$ cat src/rtl/di_reg_terminal.sv
// -----------------------------------------------------------------------------
// di_reg_terminal
//
// Device-side responder for the host-interface di_* bus. Answers one terminal
// address and serves single-word reads and writes against a bank of NUM_REGS
// 32-bit control registers, a read-only event FIFO pop port and a FIFO status
// word. All di_* return outputs are forced to zero when the terminal is not
// addressed, so several instances can be OR-combined onto one return bus.
//
// Address map (di_reg_addr):
//   0 .. NUM_REGS-1 : read/write control registers
//   NUM_REGS        : FIFO pop port (read-only)
//   NUM_REGS+1      : FIFO status, bit31 = sticky overflow, bits15:0 = count
//   anything else   : bad address (status 1)
//
// Ports:
//   ifclk, resetb              clock, asynchronous active-low reset
//   di_term_addr, di_reg_addr  transaction terminal / word address
//   di_len                     transfer length (always 1, ignored)
//   di_read_mode, di_read_req, di_read   host read handshake inputs
//   di_read_rdy, di_reg_datao             read data valid / read data
//   di_write_mode, di_write, di_reg_datai host write handshake inputs
//   di_write_rdy                          terminal can accept the write
//   di_transfer_status         0 OK, 1 bad address, 2 FIFO underflow
//   regs_flat                  register i at bits [32i+31:32i]
//   reg_wr_stb, reg_wr_addr    registered strobe/index after a register write
//   fifo_push, fifo_wdata      user event push
//   fifo_full, fifo_empty      registered FIFO flags
// -----------------------------------------------------------------------------
module di_reg_terminal #(
  parameter logic [15:0] TERM_ADDR    = 16'h0010,
  parameter int          NUM_REGS     = 16,
  parameter int          READ_LATENCY = 2,
  parameter int          FIFO_DEPTH   = 8
) (
  input  logic                    ifclk,
  input  logic                    resetb,
  input  logic [15:0]             di_term_addr,
  input  logic [31:0]             di_reg_addr,
  input  logic [31:0]             di_len,
  input  logic                    di_read_mode,
  input  logic                    di_read_req,
  input  logic                    di_read,
  output logic                    di_read_rdy,
  output logic [31:0]             di_reg_datao,
  input  logic                    di_write_mode,
  input  logic                    di_write,
  output logic                    di_write_rdy,
  input  logic [31:0]             di_reg_datai,
  output logic [15:0]             di_transfer_status,
  output logic [32*NUM_REGS-1:0]  regs_flat,
  output logic                    reg_wr_stb,
  output logic [5:0]              reg_wr_addr,
  input  logic                    fifo_push,
  input  logic [31:0]             fifo_wdata,
  output logic                    fifo_full,
  output logic                    fifo_empty
);

  localparam int          PW        = (FIFO_DEPTH > 1) ? $clog2(FIFO_DEPTH) : 1;
  localparam logic [31:0] POP_ADDR  = 32'(NUM_REGS);
  localparam logic [31:0] STAT_ADDR = 32'(NUM_REGS + 1);
  localparam logic [PW:0] DEPTH_CNT = (PW+1)'(FIFO_DEPTH);

  typedef enum logic [1:0] {S_IDLE, S_WAIT, S_RDY} state_t;

  state_t        r_state;
  state_t        w_next;
  logic [3:0]    r_cnt;
  logic [31:0]   r_addr;
  logic [31:0]   r_rdata;
  logic [15:0]   r_rstat;

  logic [31:0]   r_regs [NUM_REGS];
  logic          r_wrdy;
  logic          r_wr_stb;
  logic [5:0]    r_wr_addr;

  logic [31:0]   r_mem [FIFO_DEPTH];
  logic [PW-1:0] r_wptr;
  logic [PW-1:0] r_rptr;
  logic [PW:0]   r_count;
  logic          r_ovf;
  logic          r_full;
  logic          r_empty;

  logic          w_sel;
  logic          w_capture;
  logic          w_rd_done;
  logic          w_rd_active;
  logic          w_wr_accept;
  logic          w_pop;
  logic          w_push_ok;
  logic          w_ovf_set;
  logic          w_ovf_clr;
  logic [PW:0]   w_count_next;
  logic [31:0]   w_reg_rd;
  logic [31:0]   w_cap_data;
  logic [15:0]   w_cap_stat;
  logic [15:0]   w_wstat;
  logic          w_unused;

  // Transfer length is fixed at one word, so di_len carries no information.
  assign w_unused = ^di_len;

  assign w_sel       = (di_term_addr == TERM_ADDR);
  assign w_capture   = (r_state == S_WAIT) && (w_next == S_RDY);
  assign w_rd_done   = (r_state == S_RDY) && di_read;
  assign w_rd_active = w_sel && (r_state == S_RDY);

  // Read FSM state register.
  always_ff @(posedge ifclk or negedge resetb) begin
    if (!resetb) begin
      r_state <= S_IDLE;
    end else begin
      r_state <= w_next;
    end
  end

  // Read FSM next state. Dropping di_read_mode without di_read while a read
  // is outstanding abandons it with no pop and no overflow clear.
  always_comb begin
    w_next = r_state;
    case (r_state)
      S_IDLE: begin
        if (di_read_req && w_sel) w_next = S_WAIT;
      end
      S_WAIT: begin
        if (!di_read_mode && !di_read) w_next = S_IDLE;
        else if (r_cnt == 4'd0)        w_next = S_RDY;
      end
      S_RDY: begin
        if (di_read || !di_read_mode) w_next = S_IDLE;
      end
      default: w_next = S_IDLE;
    endcase
  end

  // Read data selection, evaluated at the WAIT->RDY transition. The register
  // mux is a compare loop so any NUM_REGS works without index-width tricks.
  always_comb begin
    w_reg_rd   = 32'd0;
    w_cap_data = 32'd0;
    w_cap_stat = 16'd0;
    for (int i = 0; i < NUM_REGS; i++) begin
      if (r_addr == 32'(i)) w_reg_rd = r_regs[i];
    end
    if (r_addr < POP_ADDR) begin
      w_cap_data = w_reg_rd;
    end else if (r_addr == POP_ADDR) begin
      if (r_count != '0) w_cap_data = r_mem[r_rptr];
      else               w_cap_stat = 16'd2;
    end else if (r_addr == STAT_ADDR) begin
      w_cap_data = {r_ovf, 15'd0, 16'(r_count)};
    end else begin
      w_cap_stat = 16'd1;
    end
  end

  // Latched read address, latency counter and the captured data/status that
  // stay frozen for the whole RDY phase.
  always_ff @(posedge ifclk or negedge resetb) begin
    if (!resetb) begin
      r_cnt   <= 4'd0;
      r_addr  <= 32'd0;
      r_rdata <= 32'd0;
      r_rstat <= 16'd0;
    end else begin
      if ((r_state == S_IDLE) && (w_next == S_WAIT)) begin
        r_addr <= di_reg_addr;
        r_cnt  <= 4'(READ_LATENCY);
      end else if ((r_state == S_WAIT) && (r_cnt != 4'd0)) begin
        r_cnt <= r_cnt - 4'd1;
      end
      if (w_capture) begin
        r_rdata <= w_cap_data;
        r_rstat <= w_cap_stat;
      end else if (w_next == S_IDLE) begin
        r_rdata <= 32'd0;
        r_rstat <= 16'd0;
      end
    end
  end

  // Only register addresses accept writes; everything else is dropped.
  assign w_wr_accept = di_write && w_sel && (di_reg_addr < POP_ADDR);
  assign w_wstat     = (di_reg_addr < POP_ADDR) ? 16'd0 : 16'd1;

  // Register bank, write-ready flag and the post-write strobe.
  always_ff @(posedge ifclk or negedge resetb) begin
    if (!resetb) begin
      for (int i = 0; i < NUM_REGS; i++) r_regs[i] <= 32'd0;
      r_wrdy    <= 1'b0;
      r_wr_stb  <= 1'b0;
      r_wr_addr <= 6'd0;
    end else begin
      r_wrdy   <= w_sel && di_write_mode && !di_write;
      r_wr_stb <= w_wr_accept;
      if (w_wr_accept) r_wr_addr <= di_reg_addr[5:0];
      for (int i = 0; i < NUM_REGS; i++) begin
        if (w_wr_accept && (di_reg_addr == 32'(i))) r_regs[i] <= di_reg_datai;
      end
    end
  end

  // A pop is only committed when the host completes a read that captured a
  // valid head word. A push into a full FIFO is still accepted when a pop
  // happens on the same edge, so the count stays put and nothing overflows.
  assign w_pop     = w_rd_done && (r_addr == POP_ADDR) && (r_rstat == 16'd0) &&
                     (r_count != '0);
  assign w_push_ok = fifo_push && ((r_count != DEPTH_CNT) || w_pop);
  assign w_ovf_set = fifo_push && !w_push_ok;
  assign w_ovf_clr = w_rd_done && (r_addr == STAT_ADDR);

  always_comb begin
    w_count_next = r_count;
    if (w_push_ok && !w_pop)      w_count_next = r_count + 1'b1;
    else if (!w_push_ok && w_pop) w_count_next = r_count - 1'b1;
  end

  // FIFO storage has no reset; only pointers and flags need a known state.
  always_ff @(posedge ifclk) begin
    if (w_push_ok) r_mem[r_wptr] <= fifo_wdata;
  end

  // FIFO pointers, count, sticky overflow and registered flags. Overflow set
  // wins over a coinciding clear.
  always_ff @(posedge ifclk or negedge resetb) begin
    if (!resetb) begin
      r_wptr  <= '0;
      r_rptr  <= '0;
      r_count <= '0;
      r_ovf   <= 1'b0;
      r_full  <= 1'b0;
      r_empty <= 1'b1;
    end else begin
      if (w_push_ok) r_wptr <= r_wptr + 1'b1;
      if (w_pop)     r_rptr <= r_rptr + 1'b1;
      r_count <= w_count_next;
      r_ovf   <= w_ovf_set || (r_ovf && !w_ovf_clr);
      r_full  <= (w_count_next == DEPTH_CNT);
      r_empty <= (w_count_next == '0);
    end
  end

  assign di_read_rdy  = w_rd_active;
  assign di_reg_datao = w_rd_active ? r_rdata : 32'd0;
  assign di_write_rdy = w_sel && r_wrdy;
  assign di_transfer_status = w_rd_active         ? r_rstat :
                              (w_sel && r_wrdy)   ? w_wstat : 16'd0;

  for (genvar g = 0; g < NUM_REGS; g++) begin : g_flat
    assign regs_flat[32*g +: 32] = r_regs[g];
  end

  assign reg_wr_stb  = r_wr_stb;
  assign reg_wr_addr = r_wr_addr;
  assign fifo_full   = r_full;
  assign fifo_empty  = r_empty;

endmodule

$ cat config.mk
export PLATFORM = sky130hd
export DESIGN_NAME = di_reg_terminal
export DESIGN_NICKNAME = d
export VERILOG_FILES = /design/src/rtl/di_reg_terminal.sv
export SDC_FILE = /design/constraint.sdc
export NUM_CORES = 1
export LEC_CHECK = 0
export ABC_AREA = 0
export CAP_MARGIN = 10
export CORE_MARGIN = 5
export CORE_UTILIZATION = 38
export DETAILED_ROUTE_END_ITERATION = 8
export GPL_TIMING_DRIVEN = 0
export SYNTH_ARGS = -nofsm -noshare
export SYNTH_HDL_FRONTEND = slang
export SYNTH_SLANG_ARGS = --single-unit
export TNS_END_PERCENT = 30
$ cat constraint.sdc
create_clock -name ifclk -period 15.7 [get_ports ifclk]
set_clock_uncertainty 0.15 [all_clocks]
set_input_delay 1.57 -clock ifclk [delete_from_list [all_inputs] [get_ports ifclk]]
set_output_delay 1.57 -clock ifclk [all_outputs]
set_load 0.02 [all_outputs]
==> results.ini <==
[run_status]
status=finished, final reports clean

[worst_setup_path]
reg2reg_to=r_rdata[7]
r2r_slack_ns=10.82
critical_path_class=in -> out
crit_fanout=10
r2r_start=r_addr[11]
crit_required_ns=13.98
crit_arrival_ns=5.03
r2r_cells=10
critPathCaptureType=output port
crit_path_start_kind=input pin

[sta]
rsz0062_at_grt=false
hold_violations=0
period_share_pct=43.0
tightest_slew_ns=1.28
final_max_slew_viol_count=0
setup_viol=0
max_clock_freq_mhz=148
period_needed_ns=6.75
slew_headroom_pct=14.2

[placed_design]
dp_cells=4618
hpwl_um=131000
gp_congestion=0.933
portBuffers=676

[logic_synthesis]
syn_inst=2618
ys_seq_area_share_pct=60.8
synth_ff_type=dfrtp_1
yosys.area_share.simple_pct=6.53
synth-adder-area-share_pct=0.233
synth_cell_types=83
synth_warnings=0
ys_ff_latch=861
avgSynthCellArea_um2=14.3
muxShareOfSynthArea_pct=22.2
synthXorXnorAreaFrac_pct=0.210
synth_top_family_by_area=multiplexers
netlist_area_um2=37500
synth-compound-area-share_pct=7.29
synthArstFlopShare_pct=70.3
synth-edff-count=256

[global_route]
grt_antenna_before_repair=10
grt_pass1_vias=27600
track_usage_pct=30.7
grt_pass1_wl_um=230000
grt_max_degree=116
gr-total-overflow=0

[power]
clockPowerShare_pct=44.8
p_seq_share_pct=48.4
p_comb_share_pct=6.8
power.internal_w=0.00388
switching_power_w=0.00122
ir_drop_v=0.0000795
power.density_nw_per_um2=103
total_leakage_power_nw=20.9
p_sw_share_pct=23.9

[floorplanning]
initial_core_util_pct=38.2
fp-row-count=115
core-area_um2=98300
io_pins=723
design.die.area_um2=105000
die_h_um=324
die_x_um=324

[detailed_routing]
wl_um=167000
wire_per_inst_um=34.9
drtAntennaViolNets=0
num_vias=28200
via_per_inst=5.88
firstDrtPassIters=6
drc=0
drt_iter0_markers=3275

[clock_network]
clockRootBuffer=clkbuf_16
postCtsSetupRepairBufs=0
path_clk_slew_ns=0.06
clockBufferDepth=3
postCtsHoldBufs=0
clkLatencyLatePin_ns=0.69
cts_resized=0
cts-buffers-inserted=95
htree_num_levels=3
cts_tree=done
numClockSinks=861

[finish]
final_util_pct=50.5
nFillCells=8618
final_cell_mix=clkdlybuf4s50_1, dfrtp_1, mux2_2
final_common_cell=clkdlybuf4s50_1
syn_to_final_growth_pct=32.1
nets=3587
final_cells=4791
layout-drive-gt1-share_pct=26.0

[min_path]
hold_start=r_addr[15]
min_to=r_addr[15]
hp-class=reg -> reg
whs_path_depth=2

[flow_run]
max-cap-violations=0

==> flip-flops by register name, indices dropped and copies added, names as in the netlist <==
signal,cells
regs_flat,512
r_mem,256
r_addr,32
r_rdata,32
reg_wr_addr,6
r_cnt,4
r_count,4
r_rptr,3
r_wptr,3
r_rstat,2
r_state,2
fifo_empty,1
fifo_full,1
r_ovf,1
r_wrdy,1
reg_wr_stb,1
==> metal layers <==
layer	wire [um]	global-route usage, %	up-vias	part of all wire (%)
met5	74	0	-	0.044
met4	8630	13.0	12	5.2
met3	18100	11.5	362	11
met2	78500	49.9	1465	47
met1	61900	37.0	14800	37
li1	-	-	11600	-
==> worst max path at each step <==
stage                     depth (start not counted)              end  slack (ns)        startpoint
after floorplan                                   6      r_mem[1][0]       10.05           di_read
after global placement                            1   regs_flat[502]      -15.66            resetb
after detailed placement                          7  di_reg_datao[8]        8.98  di_term_addr[10]
after CTS                                         7  di_reg_datao[8]        8.96  di_term_addr[10]
after global routing                              7  di_reg_datao[4]        8.89  di_term_addr[10]
final                                             7  di_reg_datao[8]        8.95  di_term_addr[10]
==> critical path, cell delays in order <==
cell and delay, ns:
clkdlybuf4s50_1 0.40, nor4_1 0.35, nand4_2 0.36, nor2b_1 0.75, clkbuf_1 0.53, and2_1 0.37
clkdlybuf4s50_1 0.67
==> through the flow <==
stage | hold WS (ns) | total power [W] | setup slack (ns) | TNS, ns | cell area [um2]
3_3_place_gp | 0.311 | 0.00283 | -15.66 | -9413.34 | 46000
5_1_grt | 0.350 | 0.00525 | 8.89 | 0 | 49600
4_1_cts | 0.328 | 0.00512 | 8.96 | 0 | 49600
3_5_place_dp | 0.314 | 0.00286 | 8.98 | 0 | 46400
6_report | 0.326 | 0.00510 | 8.95 | 0 | 49600
2_1_floorplan | 0.292 | 0.00265 | 10.05 | 0 | 37600
==> cells in the mapped netlist (12+ instances only) <==
library cell	n	area (um2)
a22oi_1	54	405
dfrtp_1	604	15100
buf_2	60	300
a221o_1	15	150
edfxtp_1	256	7690
mux2_2	529	5960
nor4_1	27	169
a222oi_1	26	260
buf_4	21	158
nor3_1	30	150
a21oi_1	74	370
nor2_1	74	278
buf_1	23	86.3
a22o_1	12	105
o211ai_1	14	105
a221oi_1	23	201
nand4_1	16	100
nand2_1	178	668
o21ai_0	73	365
nand3_1	30	150
o22ai_1	19	119
inv_1	14	52.6
clkbuf_1	98	368
mux4_2	88	1980
and2_1	38	238
mux2i_1	33	330
==> power by group through the flow <==
stage	Clock, W	Sequential (W)	Combinational [W]
finish	0.00228	0.00247	0.000345
global route	0.00240	0.00248	0.000373
CTS	0.00230	0.00247	0.000349
detailed placement	0	0.00251	0.000348
global placement	0	0.00253	0.000304
floorplan	0	0.00251	0.000142
==> final cells by class <==
type | instances | area, um2 | area share (%)
clock inverter | 38 | 460 | 0.928
timing repair buffer | 700 | 7180 | 14.5
multi-input combinational | 1548 | 13800 | 27.8
sequential | 861 | 22800 | 46.0
inverter | 14 | 52.6 | 0.106
clock buffer | 133 | 2680 | 5.41
antenna | 2 | 5.00 | 0.0101
buffer | 208 | 980 | 1.98
tap | 1287 | 1610 | 3.25
==> cells by family (layout without fill, tap and decap cells) <==
group / Yosys count / in the layout
DFF: 861 / 861
adders and majority gates: 7 / 7
other: 1 / 16
muxes: 655 / 655
buffers and inverters: 222 / 1093
and+or+nand+nor: 475 / 475
xor gates and xnor gates: 9 / 9
AOI/OAI and AO/OA: 388 / 388
Power figures use the tool's default switching activity.
